==> config.mk <==
export PLATFORM = sky130hd
export DESIGN_NAME = mnist_infer_ctrl_flat
export DESIGN_NICKNAME = d
export VERILOG_FILES = /design/src/rtl/mnist_pkg.sv /design/src/rtl/mnist_infer_ctrl_if.sv /design/src/rtl/mnist_watchdog.sv /design/src/rtl/mnist_infer_ctrl.sv /design/src/flat_wrapper.sv
export SDC_FILE = /design/constraint.sdc
export NUM_CORES = 1
export LEC_CHECK = 0
export CORE_AREA = 2 2 80 82
export DETAILED_ROUTE_END_ITERATION = 10
export DIE_AREA = 0 0 82 84
export PLACE_DENSITY = 0.8
export SETUP_SLACK_MARGIN = 0.02
export SYNTH_ARGS = -nofsm -noshare
export SYNTH_HDL_FRONTEND = slang
export SYNTH_SLANG_ARGS = --single-unit
==> constraint.sdc <==
create_clock -name clk -period 3.1 [get_ports clk]
set_clock_uncertainty 0.05 [all_clocks]
set_input_delay 0.31 -clock clk [delete_from_list [all_inputs] [get_ports clk]]
set_output_delay 0.31 -clock clk [all_outputs]
set_load 0.1 [all_outputs]
==> src/rtl/mnist_pkg.sv <==
// Shared types and encodings for the MNIST inference host sequencer.
// Status codes, FSM states and digit classification helper.
package mnist_pkg;

  typedef enum logic [1:0] {
    S_IDLE  = 2'd0,
    S_START = 2'd1,
    S_WAIT  = 2'd2,
    S_RESP  = 2'd3
  } state_e;

  localparam logic [1:0] ST_OK      = 2'b00;
  localparam logic [1:0] ST_BADIDX  = 2'b01;
  localparam logic [1:0] ST_TIMEOUT = 2'b10;

  localparam int         NUM_CLASSES   = 10;
  localparam logic [3:0] DIGIT_INVALID = 4'hF;

  // Any non-zero high bits on the prediction bus also mark the index as bad.
  function automatic logic [1:0] pred_status(input logic [3:0] digit, input logic upper_nz);
    return (upper_nz || (int'(digit) >= NUM_CLASSES)) ? ST_BADIDX : ST_OK;
  endfunction

endpackage

==> src/rtl/mnist_infer_ctrl_if.sv <==
// Request, core and response signals of the inference sequencer.
// rsp_cycles (and CNT_W) exist only when MNIST_INFER_PERF_EN is defined.
interface mnist_infer_ctrl_if #(
  parameter int PRED_W = 16
`ifdef MNIST_INFER_PERF_EN
  , parameter int CNT_W = 32
`endif
);

  logic              req_valid;
  logic              req_ready;
  logic              core_start;
  logic              core_done;
  logic [PRED_W-1:0] core_pred;
  logic              rsp_valid;
  logic              rsp_ready;
  logic [3:0]        rsp_digit;
  logic [1:0]        rsp_status;
  logic              busy;
  logic [15:0]       run_cnt;
`ifdef MNIST_INFER_PERF_EN
  logic [CNT_W-1:0]  rsp_cycles;
`endif

  modport master (
    input  req_valid, core_done, core_pred, rsp_ready,
`ifdef MNIST_INFER_PERF_EN
    output rsp_cycles,
`endif
    output req_ready, core_start, rsp_valid, rsp_digit, rsp_status, busy, run_cnt
  );

  modport slave (
    output req_valid, core_done, core_pred, rsp_ready,
`ifdef MNIST_INFER_PERF_EN
    input  rsp_cycles,
`endif
    input  req_ready, core_start, rsp_valid, rsp_digit, rsp_status, busy, run_cnt
  );

endinterface

==> src/rtl/mnist_watchdog.sv <==
// Clearable up-counter with a terminal-count flag at TIMEOUT_CYCLES-1.
// Clear has priority over enable; count is registered, flag decodes the register.
module mnist_watchdog #(
  parameter int TIMEOUT_CYCLES = 5_000_000,
  parameter int CNT_W          = 32
) (
  input  logic             clk,
  input  logic             rst_n,
  input  logic             clr,
  input  logic             en,
  output logic [CNT_W-1:0] cnt,
  output logic             tc
);

  logic [CNT_W-1:0] cnt_q, cnt_d;

  always_comb begin
    cnt_d = cnt_q;
    if (clr) begin
      cnt_d = '0;
    end else if (en) begin
      cnt_d = cnt_q + CNT_W'(1);
    end
  end

  always_ff @(posedge clk or negedge rst_n) begin
    if (!rst_n) begin
      cnt_q <= '0;
    end else begin
      cnt_q <= cnt_d;
    end
  end

  assign cnt = cnt_q;
  assign tc  = (cnt_q == CNT_W'(TIMEOUT_CYCLES - 1));

endmodule

==> src/rtl/mnist_infer_ctrl.sv <==
// Host sequencer for mnist_top: one start pulse per request, watchdog-bounded wait, registered
// result on a valid/ready channel (held until rsp_ready). MNIST_INFER_PERF_EN adds rsp_cycles.
module mnist_infer_ctrl
  import mnist_pkg::*;
#(
  parameter int TIMEOUT_CYCLES = 5_000_000,
  parameter int PRED_W         = 16,
  parameter int CNT_W          = 32
) (
  input  logic               clk,
  input  logic               rst_n,
  mnist_infer_ctrl_if.master bus
);

  state_e      state_q, state_d;
  logic        req_ready_q, req_ready_d;
  logic        core_start_q, core_start_d;
  logic        busy_q, busy_d;
  logic        rsp_valid_q, rsp_valid_d;
  logic [3:0]  rsp_digit_q, rsp_digit_d;
  logic [1:0]  rsp_status_q, rsp_status_d;
  logic [15:0] run_cnt_q, run_cnt_d;

  logic             wd_clr;
  logic             wd_en;
  logic [CNT_W-1:0] wd_cnt;
  logic             wd_tc;
  logic             done_seen;

  mnist_watchdog #(
    .TIMEOUT_CYCLES (TIMEOUT_CYCLES),
    .CNT_W          (CNT_W)
  ) u_watchdog (
    .clk   (clk),
    .rst_n (rst_n),
    .clr   (wd_clr),
    .en    (wd_en),
    .cnt   (wd_cnt),
    .tc    (wd_tc)
  );

  always_comb begin
    state_d      = state_q;
    rsp_digit_d  = rsp_digit_q;
    rsp_status_d = rsp_status_q;
    run_cnt_d    = run_cnt_q;
    wd_clr       = 1'b0;
    wd_en        = 1'b0;
    // Watchdog is 0 only in the first WAIT cycle, where done may be a stale level.
    done_seen    = bus.core_done && (wd_cnt != '0);

    unique case (state_q)
      S_IDLE: begin
        if (bus.req_valid) begin
          state_d = S_START;
        end
      end
      S_START: begin
        wd_clr  = 1'b1;
        state_d = S_WAIT;
      end
      S_WAIT: begin
        wd_en = 1'b1;
        if (done_seen) begin
          rsp_digit_d  = bus.core_pred[3:0];
          rsp_status_d = pred_status(bus.core_pred[3:0], |bus.core_pred[PRED_W-1:4]);
          state_d      = S_RESP;
        end else if (wd_tc) begin
          rsp_digit_d  = DIGIT_INVALID;
          rsp_status_d = ST_TIMEOUT;
          state_d      = S_RESP;
        end
      end
      S_RESP: begin
        if (bus.rsp_ready) begin
          state_d = S_IDLE;
          if (rsp_status_q == ST_OK) begin
            run_cnt_d = run_cnt_q + 16'd1;
          end
        end
      end
      default: state_d = S_IDLE;
    endcase

    // Outputs are flops decoded from the next state so they line up with the state register.
    req_ready_d  = (state_d == S_IDLE);
    core_start_d = (state_d == S_START);
    busy_d       = (state_d == S_START) || (state_d == S_WAIT);
    rsp_valid_d  = (state_d == S_RESP);
  end

  always_ff @(posedge clk or negedge rst_n) begin
    if (!rst_n) begin
      state_q      <= S_IDLE;
      req_ready_q  <= 1'b1;
      core_start_q <= 1'b0;
      busy_q       <= 1'b0;
      rsp_valid_q  <= 1'b0;
      rsp_digit_q  <= 4'h0;
      rsp_status_q <= ST_OK;
      run_cnt_q    <= 16'h0;
    end else begin
      state_q      <= state_d;
      req_ready_q  <= req_ready_d;
      core_start_q <= core_start_d;
      busy_q       <= busy_d;
      rsp_valid_q  <= rsp_valid_d;
      rsp_digit_q  <= rsp_digit_d;
      rsp_status_q <= rsp_status_d;
      run_cnt_q    <= run_cnt_d;
    end
  end

`ifdef MNIST_INFER_PERF_EN
  logic [CNT_W-1:0] rsp_cycles_q, rsp_cycles_d;

  // Loaded with the number of WAIT cycles spent, including the exit cycle.
  always_comb begin
    rsp_cycles_d = rsp_cycles_q;
    if ((state_q == S_WAIT) && (state_d == S_RESP)) begin
      rsp_cycles_d = wd_cnt + CNT_W'(1);
    end
  end

  always_ff @(posedge clk or negedge rst_n) begin
    if (!rst_n) begin
      rsp_cycles_q <= '0;
    end else begin
      rsp_cycles_q <= rsp_cycles_d;
    end
  end

  assign bus.rsp_cycles = rsp_cycles_q;
`endif

  assign bus.req_ready  = req_ready_q;
  assign bus.core_start = core_start_q;
  assign bus.busy       = busy_q;
  assign bus.rsp_valid  = rsp_valid_q;
  assign bus.rsp_digit  = rsp_digit_q;
  assign bus.rsp_status = rsp_status_q;
  assign bus.run_cnt    = run_cnt_q;

endmodule

==> src/flat_wrapper.sv <==
// flat-port wrapper written by rule: the top's interface ports become plain ports
module mnist_infer_ctrl_flat import mnist_pkg::*;
#(
  parameter int TIMEOUT_CYCLES = 5_000_000,
  parameter int PRED_W         = 16,
  parameter int CNT_W          = 32
)
  (clk, rst_n, bus_req_valid, bus_core_done, bus_core_pred, bus_rsp_ready, bus_req_ready, bus_core_start, bus_rsp_valid, bus_rsp_digit, bus_rsp_status, bus_busy, bus_run_cnt);
  mnist_infer_ctrl_if #(.PRED_W(PRED_W)) bus_i ();
  input  logic clk;
  input  logic rst_n;
  input wire logic [$bits(bus_i.req_valid)-1:0] bus_req_valid;
  input wire logic [$bits(bus_i.core_done)-1:0] bus_core_done;
  input wire logic [$bits(bus_i.core_pred)-1:0] bus_core_pred;
  input wire logic [$bits(bus_i.rsp_ready)-1:0] bus_rsp_ready;
  output wire logic [$bits(bus_i.req_ready)-1:0] bus_req_ready;
  output wire logic [$bits(bus_i.core_start)-1:0] bus_core_start;
  output wire logic [$bits(bus_i.rsp_valid)-1:0] bus_rsp_valid;
  output wire logic [$bits(bus_i.rsp_digit)-1:0] bus_rsp_digit;
  output wire logic [$bits(bus_i.rsp_status)-1:0] bus_rsp_status;
  output wire logic [$bits(bus_i.busy)-1:0] bus_busy;
  output wire logic [$bits(bus_i.run_cnt)-1:0] bus_run_cnt;
  assign bus_i.req_valid = bus_req_valid;
  assign bus_i.core_done = bus_core_done;
  assign bus_i.core_pred = bus_core_pred;
  assign bus_i.rsp_ready = bus_rsp_ready;
  assign bus_req_ready = bus_i.req_ready;
  assign bus_core_start = bus_i.core_start;
  assign bus_rsp_valid = bus_i.rsp_valid;
  assign bus_rsp_digit = bus_i.rsp_digit;
  assign bus_rsp_status = bus_i.rsp_status;
  assign bus_busy = bus_i.busy;
  assign bus_run_cnt = bus_i.run_cnt;
  mnist_infer_ctrl #(.TIMEOUT_CYCLES(TIMEOUT_CYCLES), .PRED_W(PRED_W), .CNT_W(CNT_W)) u_core (.clk(clk), .rst_n(rst_n), .bus(bus_i));
endmodule
; After elaboration in Yosys (flattened, before gate mapping)
; Index checks and enable logic that the tools add are counted.
[totals]
ff_bits = 60
[op_classes]
order_cmp = 1
muxes = 14
eq_ne = 7
addsub = 2
reduce_logical = 12
[ops]
columns = cell, n
row1 = $mux W32, 2
row2 = $add A32 B1 Y32 const B, 1
row3 = $eq A32 B23 Y1 const B, 1
row4 = $reduce_bool A32 Y1, 1
row5 = $add A16 B1 Y16 const B, 1
row6 = $mux W2, 6
row7 = $reduce_or A12 Y1, 1
row8 = $eq A2 B2 Y1 const B, 4
row9 = $mux W4, 2
row10 = $pmux W2 S4, 1
row11 = $logic_not A2 Y1, 3
row12 = $eq A2 B1 Y1 const B, 2
row13 = $ge A4 B4 Y1 const B, 1
row14 = $reduce_bool A2 Y1, 2
row15 = $mux W1, 3
row16 = $reduce_and A3 Y1, 1
row17 = $logic_or A1 B1 Y1, 2
row18 = $reduce_and A2 Y1, 1
row19 = $logic_and A1 B1 Y1, 1

; Logic depth before layout (Yosys ltp)
; Gate-level depths: netlist of the first run.
[depth]
word_depth = 6
ltp_mapped = 8

; Modules after synthesis
; From an unflattened synthesis of the first run, not the netlist that was laid out.
[hier_totals]
hier_cells = 300
hier_area_um2 = 3119.2
[by_module_without_submodules]
columns = mod, area_per_inst_um2, n_inst, seq_area_each_um2, cells_per_inst
row1 = mnist_watchdog, 1735.4, 1, 800.8, 188
row2 = mnist_infer_ctrl, 1383.8, 1, 701.9, 112

; Worst setup path after synthesis of the first run
; OpenSTA, ideal clock, no wires.
[synth_path]
path_kind = reg2reg
from = register u_core.run_cnt_q[0], in the netlist u_core.bus.run_cnt[0]
to = register u_core.run_cnt_q[8], in the netlist u_core.bus.run_cnt[8]
setup_time_ns = 0.159
slack_ns = 0.905
t_arrival_ns = 1.986
required_time_ns = 2.891
path_stages_with_launch = 6
period_less_slack_ns = 2.195
cell_sequence = dfrtp_1 ha_1 nand3_1 nor3_1 nand4_1 xnor2_1
[synth_via]
elab_chain_cells = 1
[synth_lines]
columns = item, line
row1 = from (decl), mnist_infer_ctrl.sv:22  ; logic [15:0] run_cnt_q, run_cnt_d;
row2 = from (signal assigned), mnist_infer_ctrl.sv:110  ; run_cnt_q <= run_cnt_d;
row3 = $add A16 B1 Y16, mnist_infer_ctrl.sv:78  ; run_cnt_d = run_cnt_q + 16'd1;
; No other way between the ends.
; A chain may end at the register's enable or synchronous reset.

; Worst setup path after layout of the first run
[layout_path]
from = register u_core.state_q[0]
to = register u_core.u_watchdog.cnt_q[26], in the netlist u_core.u_watchdog.cnt[26]
[layout_via]
elab_chain_cells = 3
elab_cells_between_ends = 6
classes_between = eq/ne: 2 / mux: 3 / reduce/logical: 1
[layout_lines]
columns = item, line
row1 = from (decl), mnist_infer_ctrl.sv:15  ; state_e state_q, state_d;
row2 = from (signal assigned), mnist_infer_ctrl.sv:103  ; state_q <= state_d;
row3 = $eq A2 B1 Y1 / $eq A2 B2 Y1 (equally long branches), mnist_infer_ctrl.sv:52  ; unique case (state_q)
row4 = $mux W1, mnist_infer_ctrl.sv:52
row5 = $mux W32 / $reduce_bool A2 Y1 (equally long branches), --
row6 = to (signal assigned), mnist_watchdog.sv:30  ; cnt_q <= cnt_d;
row7 = to (decl), mnist_watchdog.sv:15  ; logic [CNT_W-1:0] cnt_q, cnt_d;
; Parallel ways exist; a longest one is shown, timed or not.

==> results.md, run 1 <==
- The flow ran to the end, and the final reports show no timing, DRC or antenna violations.
- Routability-driven placement finished with a final weighted congestion of 0.8095.
- The number of synthesized flops with an enable pin is 0.
- In the final layout, the multi-input gates occupy 1564 um^2.
- After layout, the minimum clock period comes to 2648 ps.
- The leakage power is 0.001703 uW.
- The data required time of the critical path is 3310 ps.
- The hold violation total from the final report is 0.
- The total placed instance area is 3652 um^2.
- The number of buffers added by the clock tree synthesis step is 9.
- STA classifies the critical path startpoint as a register.
- The buffer cell driving the clock tree root is clkbuf_8.
- The die outline height is 84 um.
- The final net count is 401.
- The data arrival time of the critical path is 2860 ps.
- In this run switching power makes up 44.60% of total power.
- The largest driver fanout on the critical path is 16.
- Sequential cells account for 34.0% of the total power.
- The clock network accounts for 24.4% of the total power.
- The final-report max-slew violation count came to 0.
- The mean post-synth cell area is 9.866 um^2.
- Across the run, the number of max-cap violations was 0.
- The detailed placer's ending HPWL is 4843 um.
- The first-pass GRT wire length is 11610 um.
- After detailed routing, the average wire length per cell comes to 15.25 um.
- Buffers placed on the I/O ports in this run total 46.
- The number of cells upsized or downsized after cts is 0.
- Once layout is done, the placed cells without fillers occupy 3855 um^2.
- The most critical setup path has its startpoint at u_core.state_q[0].
- The number of antenna violations at the first check in global routing was 0.
- The fraction of layout instances using a drive strength above 1 is 10.40%.
- The start-to-end type of the worst setup path is reg -> reg.
- The area of the die is 6888 um^2.
- The count of synthesis-stage warnings from yosys is 0.
- The combinational share of power is 41.6%.
- In this run the worst hold path is classified as in -> async.
- The setup TNS is 0 ps.
- The number of top-level design ports is 47.
- Setup repair after global routing left no endpoint under its margin.
- The number of antenna diodes is 0.
- The internal cell power is 1631 uW.
- The slew at the pin closest to its max-slew limit is 1039 ps.
- The clock sink count is 60.
- The synthesized instance count is 323.
- The net count after synthesis is 354.
- The worst pin sits at a relative slew slack of 30.76%.
- The total net switching power is 1314 uW.
- Across every metal layer, demand over resource in global routing totals 21.76%.
- In the synthesized netlist the async set-or-reset flop fraction comes to 100.0%.
- The average via count per standard cell is 5.916.
- The layout overhead on the synthesized area is 20.97%.
- Overall power consumption after layout is estimated at 2945 uW.
- STA classifies the critical path endpoint as a register.
- The cell area that synthesis handed to floorplanning was 3187 um^2.
- The peak ir drop on the vdd network is 0.6732 mV.
- Across all layers, the routed design uses 2674 vias.
- After detailed routing, the total wire length is 6895 um.
- Entering global routing, the biggest net connects 49 pins.
- The post-synthesis sequential element count is 60.
- The clock latency at the later pin of the worst-skew pair is 340 ps.
- The count of hold-fix buffers inserted at cts is 0.
- No sink is reached through more buffers than the 2 on the longest clock path.
- The effective utilization at floorplan is 52.28%.
- The worst register-to-register path begins at u_core.state_q[0].
- Clock-pin slew was measured on the worst setup and hold paths at 70 ps.
- Counting distinct cell types in the post-synthesis netlist gives 43.
- The floorplan step defined a core boundary enclosing 6096 um^2.
- Static timing analysis puts the maximum clock frequency at 377.6 MHz.
- Buffers added to address setup during post-CTS repair amount to 0.
- After layout, the worst setup slack is 451.6 ps.
- The footprint of the flip-flops and latches is 1503 um^2.
- Before CTS, the worst setup slack after placement is 468.8 ps.
- Sequential cells were found to cover 47.15% of the synthesized design area.
- In the synthesized netlist the dominant register cell turns out to be dfrtp_1.
- The number of global-route vias before repair is 2556.
- The final design utilization is 63.24%.
- The setup-violating endpoint count in the final report is 0.
- The die width is 82 um.
- The remaining routing DRC violations is 0.
- The number of DRC markers after the initial detailed-route iteration is 199.
- TritonCTS built the clock tree.
- The count of TritonRoute iterations in the first routing pass is 4.
- The site row count is 29.
- The number of nets still failing antenna checks after routing is 0.
- The number of fill cells in the layout is 495.
- In the finished design, the share of the clock period the worst path needs comes to 85.43%.
- In this run the number of H-tree levels came out at 3.
- The remaining global-route overflow is 0.
- The power density over the cells is 763.9 nW/um^2.
## path summary, 6_finish.rpt
kind | end | depth (start not counted) | slack [ps]
setup / recovery | u_core.u_watchdog.cnt[26] | 6 | 450
hold / removal | u_core.bus.run_cnt[15] | 1 | 110
setup reg to reg | u_core.u_watchdog.cnt[26] | 6 | 450
hold reg to reg | u_core.bus.run_cnt[15] | 1 | 430
max in group asynchronous | u_core.u_watchdog.cnt[13] | 2 | 2120
min in group clk | u_core.bus.run_cnt[15] | 1 | 430
## power groups by stage
stage / registers [uW] / logic, uW / clock network, uW
floorplan: 1510 / 437 / 0
global placement: 1010 / 1200 / 0
detailed placement: 1020 / 1210 / 0
CTS: 1000 / 1230 / 732
global route: 1020 / 1310 / 767
finish: 1000 / 1220 / 718
## state kept, by name (all words and copies together) (netlist names)
name and count:
u_core.bus.rsp_digit 4, u_core.bus.rsp_valid 1, u_core.bus.run_cnt 16, u_core.bus.req_ready 1
u_core.u_watchdog.cnt 32, u_core.bus.rsp_status 2, u_core.state_q 2, u_core.bus.busy 1
u_core.bus.core_start 1
## cells in the final DEF, fill, tap and decap left out, types with 10 or more instances in the layout
cell type / netlist / layout
a21oi_1: 15 / 15
and4_1: 11 / 11
buf_4: 2 / 17
clkbuf_8: 0 / 11
clkdlybuf4s50_1: 0 / 30
dfrtp_1: 59 / 59
ha_1: 10 / 10
inv_1: 15 / 15
nand2_1: 22 / 22
nand3_1: 16 / 16
nand4_1: 18 / 18
nor2_1: 19 / 19
nor4_1: 11 / 11
o21ai_0: 16 / 16
xnor2_1: 11 / 11
xor2_1: 12 / 12
## Yosys cell counts, types with 2 or more instances
master | number | area, um^2
xnor2_1 | 11 | 96.34
clkbuf_1 | 6 | 22.52
dfrtp_1 | 59 | 1476
o21ai_0 | 16 | 80.08
buf_2 | 3 | 15.01
mux2i_1 | 2 | 20.02
a32oi_1 | 4 | 35.03
nor3_1 | 6 | 30.03
o41ai_1 | 3 | 26.28
or4_1 | 8 | 60.06
nand4_1 | 18 | 112.6
a31oi_1 | 2 | 12.51
or3_1 | 7 | 43.79
nor2_1 | 19 | 71.32
nor4_1 | 11 | 68.82
inv_1 | 15 | 56.30
nand2b_1 | 8 | 50.05
nand2_1 | 22 | 82.58
o311ai_0 | 4 | 35.03
ha_1 | 10 | 125.1
nand4_2 | 2 | 25.02
and4_1 | 11 | 96.34
buf_4 | 2 | 15.01
xor2_1 | 12 | 105.1
and3_1 | 6 | 37.54
and2_1 | 3 | 18.77
nand3_1 | 16 | 80.08
a21oi_1 | 15 | 75.07
o31ai_1 | 8 | 60.06
## cell type report
| cell class | instances | area share, % |
|---|---|---|
| multi-input cells | 236 | 40.57 |
| flip-flops and latches | 60 | 38.98 |
| repair buffers | 48 | 11.23 |
| clock buffers | 12 | 4.025 |
| well taps | 77 | 2.499 |
| inverters | 15 | 1.461 |
| clock inverters | 4 | 1.233 |
## layer usage
metal	global-route usage (%)	up-vias	wire (um)	share of wire (%)
met1	28.40	1307	3087	45
li1	-	1303	-	-
met5	0	-	0	0
met3	3.571	10	229	3.3
met4	8.939	0	107	1.6
met2	35.40	54	3471	50
## cells by family after synthesis
family	count (synthesis)	share of synthesized area, %
multiplexers	2	0.6282
XOR/XNOR	23	6.321
adder cells (fa/ha/maj)	10	3.926
AO/OA/AOI/OAI	58	11.74
buffers and inverters	27	3.769
AND/OR/NAND/NOR	143	26.46
flip-flops	60	47.15
## critical path, stage by stage (launching register included)
cell and delay [ps]:
dfrtp_1 410, inv_1 80, ha_1 580, nand4_4 200
or3_1 570, or4_1 510, a21oi_1 160
## through the flow
stage          hold WS, ps  std cells
4_1_cts              128.5        452
3_3_place_gp         418.6        436
5_1_grt              194.0        452
2_1_floorplan       -35.59        323
6_report             106.5        452
3_5_place_dp         418.6        436
Power figures use the tool's default switching activity.
==> run 2: changes to the inputs <==
Settings changed: CORE_AREA 2 2 80 82 to 2 2 78 80, DIE_AREA 0 0 82 84 to 0 0 80 82, PLACE_DENSITY 0.8 to 0.84.
Clock period 3.1 ns to 3.29 ns, I/O delays scaled along.
==> run 2 against run 1 <==
  * Via count is 0.56% higher
  * Sequential cell count stayed put
  * Cell area is 1.3% higher
  * Setup slack better by 120 ps
  * Critical endpoint is now u_core.u_watchdog.cnt[28]
  * Largest power group unchanged
  * Total power is 3.7% lower
  * Sequential share of layout area is 0.49 points lower
  * Combinational power is 4% lower
  * Core utilization is 4.7 points higher
  * First-iteration DRC count is 5.0% lower
  * Sequential power is 5% lower
==> results.md, run 2 (synthesis gave the netlist of run 1 again) <==
- The cell with the largest stage delay on the worst path is ha_1.
- The hold violation total from the final report was 0 (unchanged).
- The H-tree depth reported by CTS is 3 (unchanged).
- The share of total power in the clock network is 25.4% (+1.0 points).
- The maximum count of clock buffers along a single path is 2 (unchanged).
- The largest driver fanout on the critical path is 16 (unchanged).
- The placement-stage worst setup slack is 590.6 ps (+121.7 ps).
- TritonCTS built the clock tree.
- The number of fill cells in the layout is 453 (-8.5%).
- The effective utilization at floorplan came to 55.47% (+3.2 points).
- The combinational share of power is 41.2% (-0.4 points).
- The buffer cell driving the clock tree root is clkbuf_8.
- Walking the worst path, the cells encountered are inv_1 > ha_1 > nand4_4 > or3_1 > or4_1 > a21oi_1.
- The number of antenna diodes came to 0 (unchanged).
- The leakage power came to 0.001686 uW (-0.99%).
- The most common cell after layout, fill and taps aside is dfrtp_1.
- The area of the die was 6560 um^2 (-4.8%).
- The setup fix buffers added after clock tree synthesis is 0 (unchanged).
- The setup TNS came to 0 ps (unchanged).
- The number of nets still failing antenna checks after routing is 0 (unchanged).
- The total net switching power is 1235 uW (-6.0%).
- The remaining global-route overflow was 0 (unchanged).
- The data required time of the critical path is 3490 ps (+180 ps).
- The flow ran to the end, and the final reports show no timing, DRC or antenna violations.
- The clock-pin transition on the worst setup and hold timing paths came to 60 ps (about the same).
- The detailed placer's ending HPWL is 5203 um (+7.4%).
- The slew at the pin closest to its max-slew limit came to 989.2 ps (-49.38 ps).
- The clock sink count is 60 (unchanged).
- The clock latency at the later pin of the worst-skew pair is 330 ps (about the same).
- The worst slew margin relative to its limit is 34.05% (+3.3 points).
- The count of vias placed by the detailed router is 2689 (+0.56%).
- The final net count is 401 (unchanged).
- The site row count is 28 (-3.4%).
- The routability congestion estimate from global placement came to 0.8378 (+3.5%).
- The minimum setup slack in the final design is 575.2 ps (+123.6 ps).
- The routed length per instance was 16.10 um (+5.5%).
- The number of cells upsized or downsized after cts was 0 (unchanged).
- The remaining routing DRC violations is 0 (unchanged).
- The number of DRC markers after the initial detailed-route iteration is 189 (-5.0%).
- The worst hold path belongs to the class in -> async.
- The die outline height came to 82 um (-2.4%).
- Setup repair after global routing left no endpoint under its margin.
- The number of buffers added by the clock tree synthesis step is 9 (unchanged).
- The data arrival time of the critical path is 2920 ps (+60 ps).
- The global-route usage over all layers is 23.65% (+1.9 points).
- The number of maximum-capacitance violations is 0 (unchanged).
- The maximum single-stage delay on the critical path was 610 ps (+30 ps).
- The layout overhead on the synthesized area is 22.50%.
- The fraction of layout instances using a drive strength above 1 is 6.400% (-4.0 points).
- The count of buffers inserted at the top-level ports came to 46 (unchanged).
- STA classifies the critical path endpoint as a register.
- The start-to-end type of the worst setup path is reg -> reg.
- The number of antenna violations at the first check in global routing came to 0 (unchanged).
- The setup-violating endpoint count in the final report is 0 (unchanged).
- The power density over the cells is 726.2 nW/um^2 (-4.9%).
- The number of global-route vias before repair is 2578 (+0.86%).
- The peak ir drop on the vdd network is 0.8452 mV (+26%).
- The kind of cell adding the most delay to the critical path is simple AND/OR/NAND/NOR gates.
- The relative contribution of sequential cells to total power was 33.4% (-0.6 points).
- The pin count of the biggest net entering global routing is 47 (-4.1%).
- The internal cell power is 1600 uW (-1.9%).
- The placeable core region came to 5746 um^2 (-5.7%).
- The buffering stage count on the worst path with inverters included is 1 (unchanged).
- The die width is 80 um (-2.4%).
- The fraction of power spent switching nets is 43.56% (-1.0 points).
- Leaving out fill and tap cells, the most frequent cells in the layout are dfrtp_1, clkdlybuf4s50_1, nand2_1, nor2_1, nand4_1.
- The average via count per standard cell is 5.976 (+1.0%).
- The flip-flop count of the largest register after layout came to 32 (unchanged).
- The first-pass GRT wire length is 11990 um (+3.3%).
- The count of TritonRoute iterations in the first routing pass was 4 (unchanged).
- The fmax is 368.4 MHz (-2.4%).
- The total wire length is 7245 um (+5.1%).
- The part of the cycle the worst path needs is 82.52% (-2.9 points).
- The kind of start point of the critical path is a register.
- The time the final worst path needs with I/O delays and setup is 2715 ps (+66.38 ps).
- The number of top-level design ports was 47 (unchanged).
- The count of hold-fix buffers inserted at cts is 0 (unchanged).
- The final-report max-slew violation count is 0 (unchanged).
## run 2: cell types whose count changed in the layout (fill, tap and decap cells not counted)
cell / before / now
buf_4: 17 / 2
clkdlybuf4s50_1: 30 / 45
bufinv_16: 1 / 2
clkbuf_8: 11 / 10
clkinv_2: 2 / 3
clkinvlp_4: 1 / 0
## run 2: layer usage
metal / GRT usage [%] / part of all wire (%) / wire, um
met1: 29.89 / 43 / 3131
met2: 41.25 / 53 / 3817
met3: 3.736 / 3.0 / 217
met4: 8.475 / 1.1 / 78
met5: 0 / 0 / 0
## run 2: area by class of cell
type	count	area, um^2	share of cell area [%]
multi-input cells	236	1564	40.06
flip-flops and latches	60	1503	38.49
repair buffers	48	470.5	12.05
clock buffers	11	141.4	3.622
well taps	75	93.84	2.404
clock inverters	5	75.07	1.923
inverters	15	56.30	1.442
## run 2: path summary, 6_finish.rpt
path                                             start                   endpoint  cells after the start  slack, ps
worst max-delay path                 u_core.state_q[0]  u_core.u_watchdog.cnt[28]                      6        580
worst min-delay path                             rst_n     u_core.bus.run_cnt[14]                      1        110
worst max register to register       u_core.state_q[0]  u_core.u_watchdog.cnt[28]                      6        580
worst min register to register  u_core.bus.run_cnt[15]     u_core.bus.run_cnt[15]                      1        420
max in group asynchronous                        rst_n  u_core.u_watchdog.cnt[12]                      2       2310
min in group clk                u_core.bus.run_cnt[15]     u_core.bus.run_cnt[15]                      1        420
## run 2: power groups by stage
stage | Combinational (uW) | Clock, uW | Sequential [uW]
after CTS | 1170 | 728 | 946
after floorplan | 412 | 0 | 1420
after global routing | 1260 | 765 | 961
final | 1170 | 719 | 947
after global placement | 1140 | 0 | 950
after detailed placement | 1160 | 0 | 959
## run 2: metrics by stage
step	utilization (%)	power (uW)	hold slack, ps	cells	area [um^2]
2_1_floorplan	-	1835	-16.59	323	3187
3_3_place_gp	64.18	2085	407.8	434	3687
3_5_place_dp	64.18	2122	413.7	434	3687
4_1_cts	67.94	2846	145.5	450	3904
5_1_grt	67.94	2982	191.9	450	3904
6_report	67.94	2835	108.8	450	3904
## run 2: worst register-to-register path: stages (launching register included)
cell and delay [ps]:
dfrtp_1 410, inv_1 90, ha_1 610, nand4_4 210
or3_1 580, or4_1 520, a21oi_1 170
==> run 3: changes to the inputs <==
Settings changed: CORE_AREA 2 2 78 80 to 2 2 84 86, DIE_AREA 0 0 80 82 to 0 0 86 88, PLACE_DENSITY 0.84 to 0.77.
Clock period 3.29 ns to 2.4 ns, I/O delays scaled along.
==> run 3 against run 2 <==
  * Setup slack got worse by 340 ps
  * Routed wire length increased by 1.2%
  * Hold slack gained 300 ps
  * Sequential power increased by 37%
  * Clock-buffer cell count up 4
  * Cell area decreased by 0.16%
  * Total power increased by 32%
  * Clock power is 17% higher
  * Global-route usage fell by 2.5 points
  * First-iteration DRC count is 22% lower
  * Combinational power grew 36%
  * Die area is 15% higher
  * Critical endpoint is now u_core.u_watchdog.cnt[26]
==> results.md, run 3 (synthesis gave the netlist of run 1 again) <==
- The run finished with clean final reports.
- The site row count is 30 (+7.1%).
- The maximum single-stage delay on the critical path is 480 ps (-130 ps).
- The H-tree depth reported by CTS is 3 (unchanged).
- The hold violation total from the final report is 0 (unchanged).
- The final net count is 410 (+2.2%).
- The remaining global-route overflow is 0 (unchanged).
- The routed length per instance was 15.80 um (-1.9%).
- The pin count of the biggest net entering global routing is 34 (-28%).
- The count of vias placed by the detailed router is 2723 (+1.3%).
- The part of the cycle the worst path needs is 90.30% (+7.8 points).
- The footprint of the flip-flops and latches is 1503 um^2 (unchanged).
- The final-report max-slew violation count is 0 (unchanged).
- The largest driver fanout on the critical path was 12 (-4).
- The area of the multi-input gates is 1569 um^2 (+0.32%).
- The count of TritonRoute iterations in the first routing pass was 4 (unchanged).
- Leaving out fill and tap cells, the most frequent cell in the layout is dfrtp_1.
- The clock sink count is 60 (unchanged).
- The number of antenna diodes is 0 (unchanged).
- The area of the die is 7568 um^2 (+15%).
- The fmax is 461.4 MHz (+25%).
- The routability congestion estimate from global placement was 0.8884 (+6.0%).
- The combinational share of power came to 42.7% (+1.5 points).
- The total net switching power is 1693 uW (+37%).
- The worst slew margin relative to its limit was 57.14% (+23 points).
- The number of DRC markers after the initial detailed-route iteration is 147 (-22%).
- The average via count per standard cell came to 5.869 (-1.8%).
- The reg-to-reg endpoint is u_core.u_watchdog.cnt[26].
- The fraction of layout instances using a drive strength above 1 is 14.84% (+8.4 points).
- The number of global-route vias before repair is 2725 (+5.7%).
- The buffer cell driving the clock tree root is clkbuf_8.
- The flip-flop count of the largest register after layout is 32 (unchanged).
- The clock latency at the later pin of the worst-skew pair was 340 ps (about the same).
- The path category of the worst min-delay check is in -> async.
- The cell with the largest stage delay on the worst path is or4_1.
- The die width is 86 um (+7.5%).
- The internal cell power is 2036 uW (+27%).
- The peak ir drop on the vdd network came to 0.3653 mV (-57%).
- The die outline height came to 88 um (+7.3%).
- The total wire length was 7330 um (+1.2%).
- The effective utilization at floorplan is 47.97% (-7.5 points).
- The number of buffers added by the clock tree synthesis step was 9 (unchanged).
- The power density over the cells is 956.9 nW/um^2 (+32%).
- The remaining routing DRC violations is 0 (unchanged).
- The depth of the most critical reg-to-reg path was 6 (unchanged).
- The fraction of power spent switching nets came to 45.40% (+1.8 points).
- The slew at the pin closest to its max-slew limit was 643.0 ps (-346.3 ps).
- The clock-pin transition on the worst setup and hold timing paths was 70 ps (about the same).
- The setup TNS is 0 ps (unchanged).
- The buffering stage count on the worst path with inverters included is 1 (unchanged).
- The detailed placer's ending HPWL was 5222 um (+0.37%).
- The register-to-register path setup slack is 230 ps (-340 ps).
- The data arrival time of the critical path is 2390 ps (-530 ps).
- The time the final worst path needs with I/O delays and setup is 2167 ps (-547.7 ps).
- The number of maximum-capacitance violations was 0 (unchanged).
- The number of antenna violations at the first check in global routing is 0 (unchanged).
- The number of nets still failing antenna checks after routing was 0 (unchanged).
- The final design utilization is 58.66% (-9.3 points).
- TritonCTS built the clock tree.
- The data required time of the critical path is 2620 ps (-870 ps).
- The relative contribution of sequential cells to total power is 34.7% (+1.3 points).
- The area growth from synthesis to layout is 22.30%.
- The first-pass GRT wire length is 12620 um (+5.2%).
- The worst setup path is launched from a register.
- The count of buffers inserted at the top-level ports is 46 (unchanged).
- Walking the worst path, the cells encountered are inv_1 > ha_1 > nand4_4 > or3_4 > or4_1 > a21oi_1.
- The kind of cell adding the most delay to the critical path is simple AND/OR/NAND/NOR gates.
- The placeable core region is 6644 um^2 (+16%).
- The maximum count of clock buffers along a single path is 2 (unchanged).
- The type of destination of the critical path is a register.
- The global-route usage over all layers is 21.19% (-2.5 points).
- The share of total power in the clock network was 22.6% (-2.8 points).
- Setup repair after global routing left no endpoint under its margin.
- By startpoint and endpoint, the worst setup path is classified as reg -> reg.
- The source of the worst register-to-register timing path is u_core.state_q[0].
- The number of top-level design ports is 47 (unchanged).
- The setup-violating endpoint count in the final report was 0 (unchanged).
- The number of fill cells in the layout was 589 (+30%).
- The library cells used most frequently in the layout, excluding fill and tap cells, are dfrtp_1, buf_4, nand2_1, nor2_1, clkdlybuf4s50_1.
- The leakage power is 0.001755 uW (+4.1%).
-- run 3: cell count changes in the layout (fill, tap and decap cells not counted), sizes merged --
| cell | previous run | this run |
|---|---|---|
| clkdlybuf4s50 | 45 | 19 |
| dlygate4sd3 | 0 | 1 |
| clkinv | 3 | 1 |
| clkbuf | 11 | 15 |
| bufinv | 2 | 0 |
| buf | 3 | 37 |
-- run 3: per-layer routing --
layer  global-route usage [%]  share of wire, %  wire length (um)
met5                        0                 0                 0
met3                    4.901               4.1               303
met1                    26.05                44              3201
met2                    36.08                51              3729
met4                    8.658               1.3                95
-- run 3: stage by stage --
stage          setup WS [ps]  hold WS, ps  std cells  cell area [um^2]  total power, uW
6_report               232.9        412.5        464              3897             3730
5_1_grt                113.0        450.1        464              3897             3930
4_1_cts                125.4        420.7        461              3870             3752
3_5_place_dp           129.1        253.8        444              3679             2908
3_3_place_gp           175.4        246.5        444              3679             2868
2_1_floorplan          205.2       -105.6        323              3187             2515
-- run 3: power groups by stage --
stage	Sequential [uW]	Combinational (uW)	Clock, uW
global placement	1310	1560	0
detailed placement	1310	1590	0
global route	1320	1700	907
finish	1300	1590	842
CTS	1290	1600	857
floorplan	1950	565	0
-- run 3: area by class of cell --
cell class	count	share of cell area, %
clock inverter	1	0.1284
clock buffer	15	4.526
sequential	60	38.56
timing repair buffer	57	12.52
multi-input combinational	236	40.26
tap	80	2.568
inverter	15	1.445
-- run 3: how the worst max path moves through the flow --
stage | start | endpoint | slack, ps | cells past startpoint
6_report | u_core.state_q[0] | u_core.u_watchdog.cnt[26] | 230 | 6
5_1_grt | u_core.state_q[0] | u_core.u_watchdog.cnt[28] | 110 | 6
4_1_cts | u_core.state_q[0] | u_core.u_watchdog.cnt[26] | 130 | 6
3_5_place_dp | u_core.state_q[0] | u_core.u_watchdog.cnt[26] | 130 | 6
3_3_place_gp | u_core.state_q[0] | u_core.u_watchdog.cnt[28] | 180 | 6
2_1_floorplan | u_core.bus.run_cnt[0] | u_core.bus.run_cnt[8] | 210 | 5
-- run 3: timing repair --
item / CTS / global route
setup buffers: 0 / 3
endpoints found under the hold margin: 26 / 0
hold buffers: 1 / 0
gates resized for setup: 0 / 1
endpoints found under the setup margin: 0 / 6
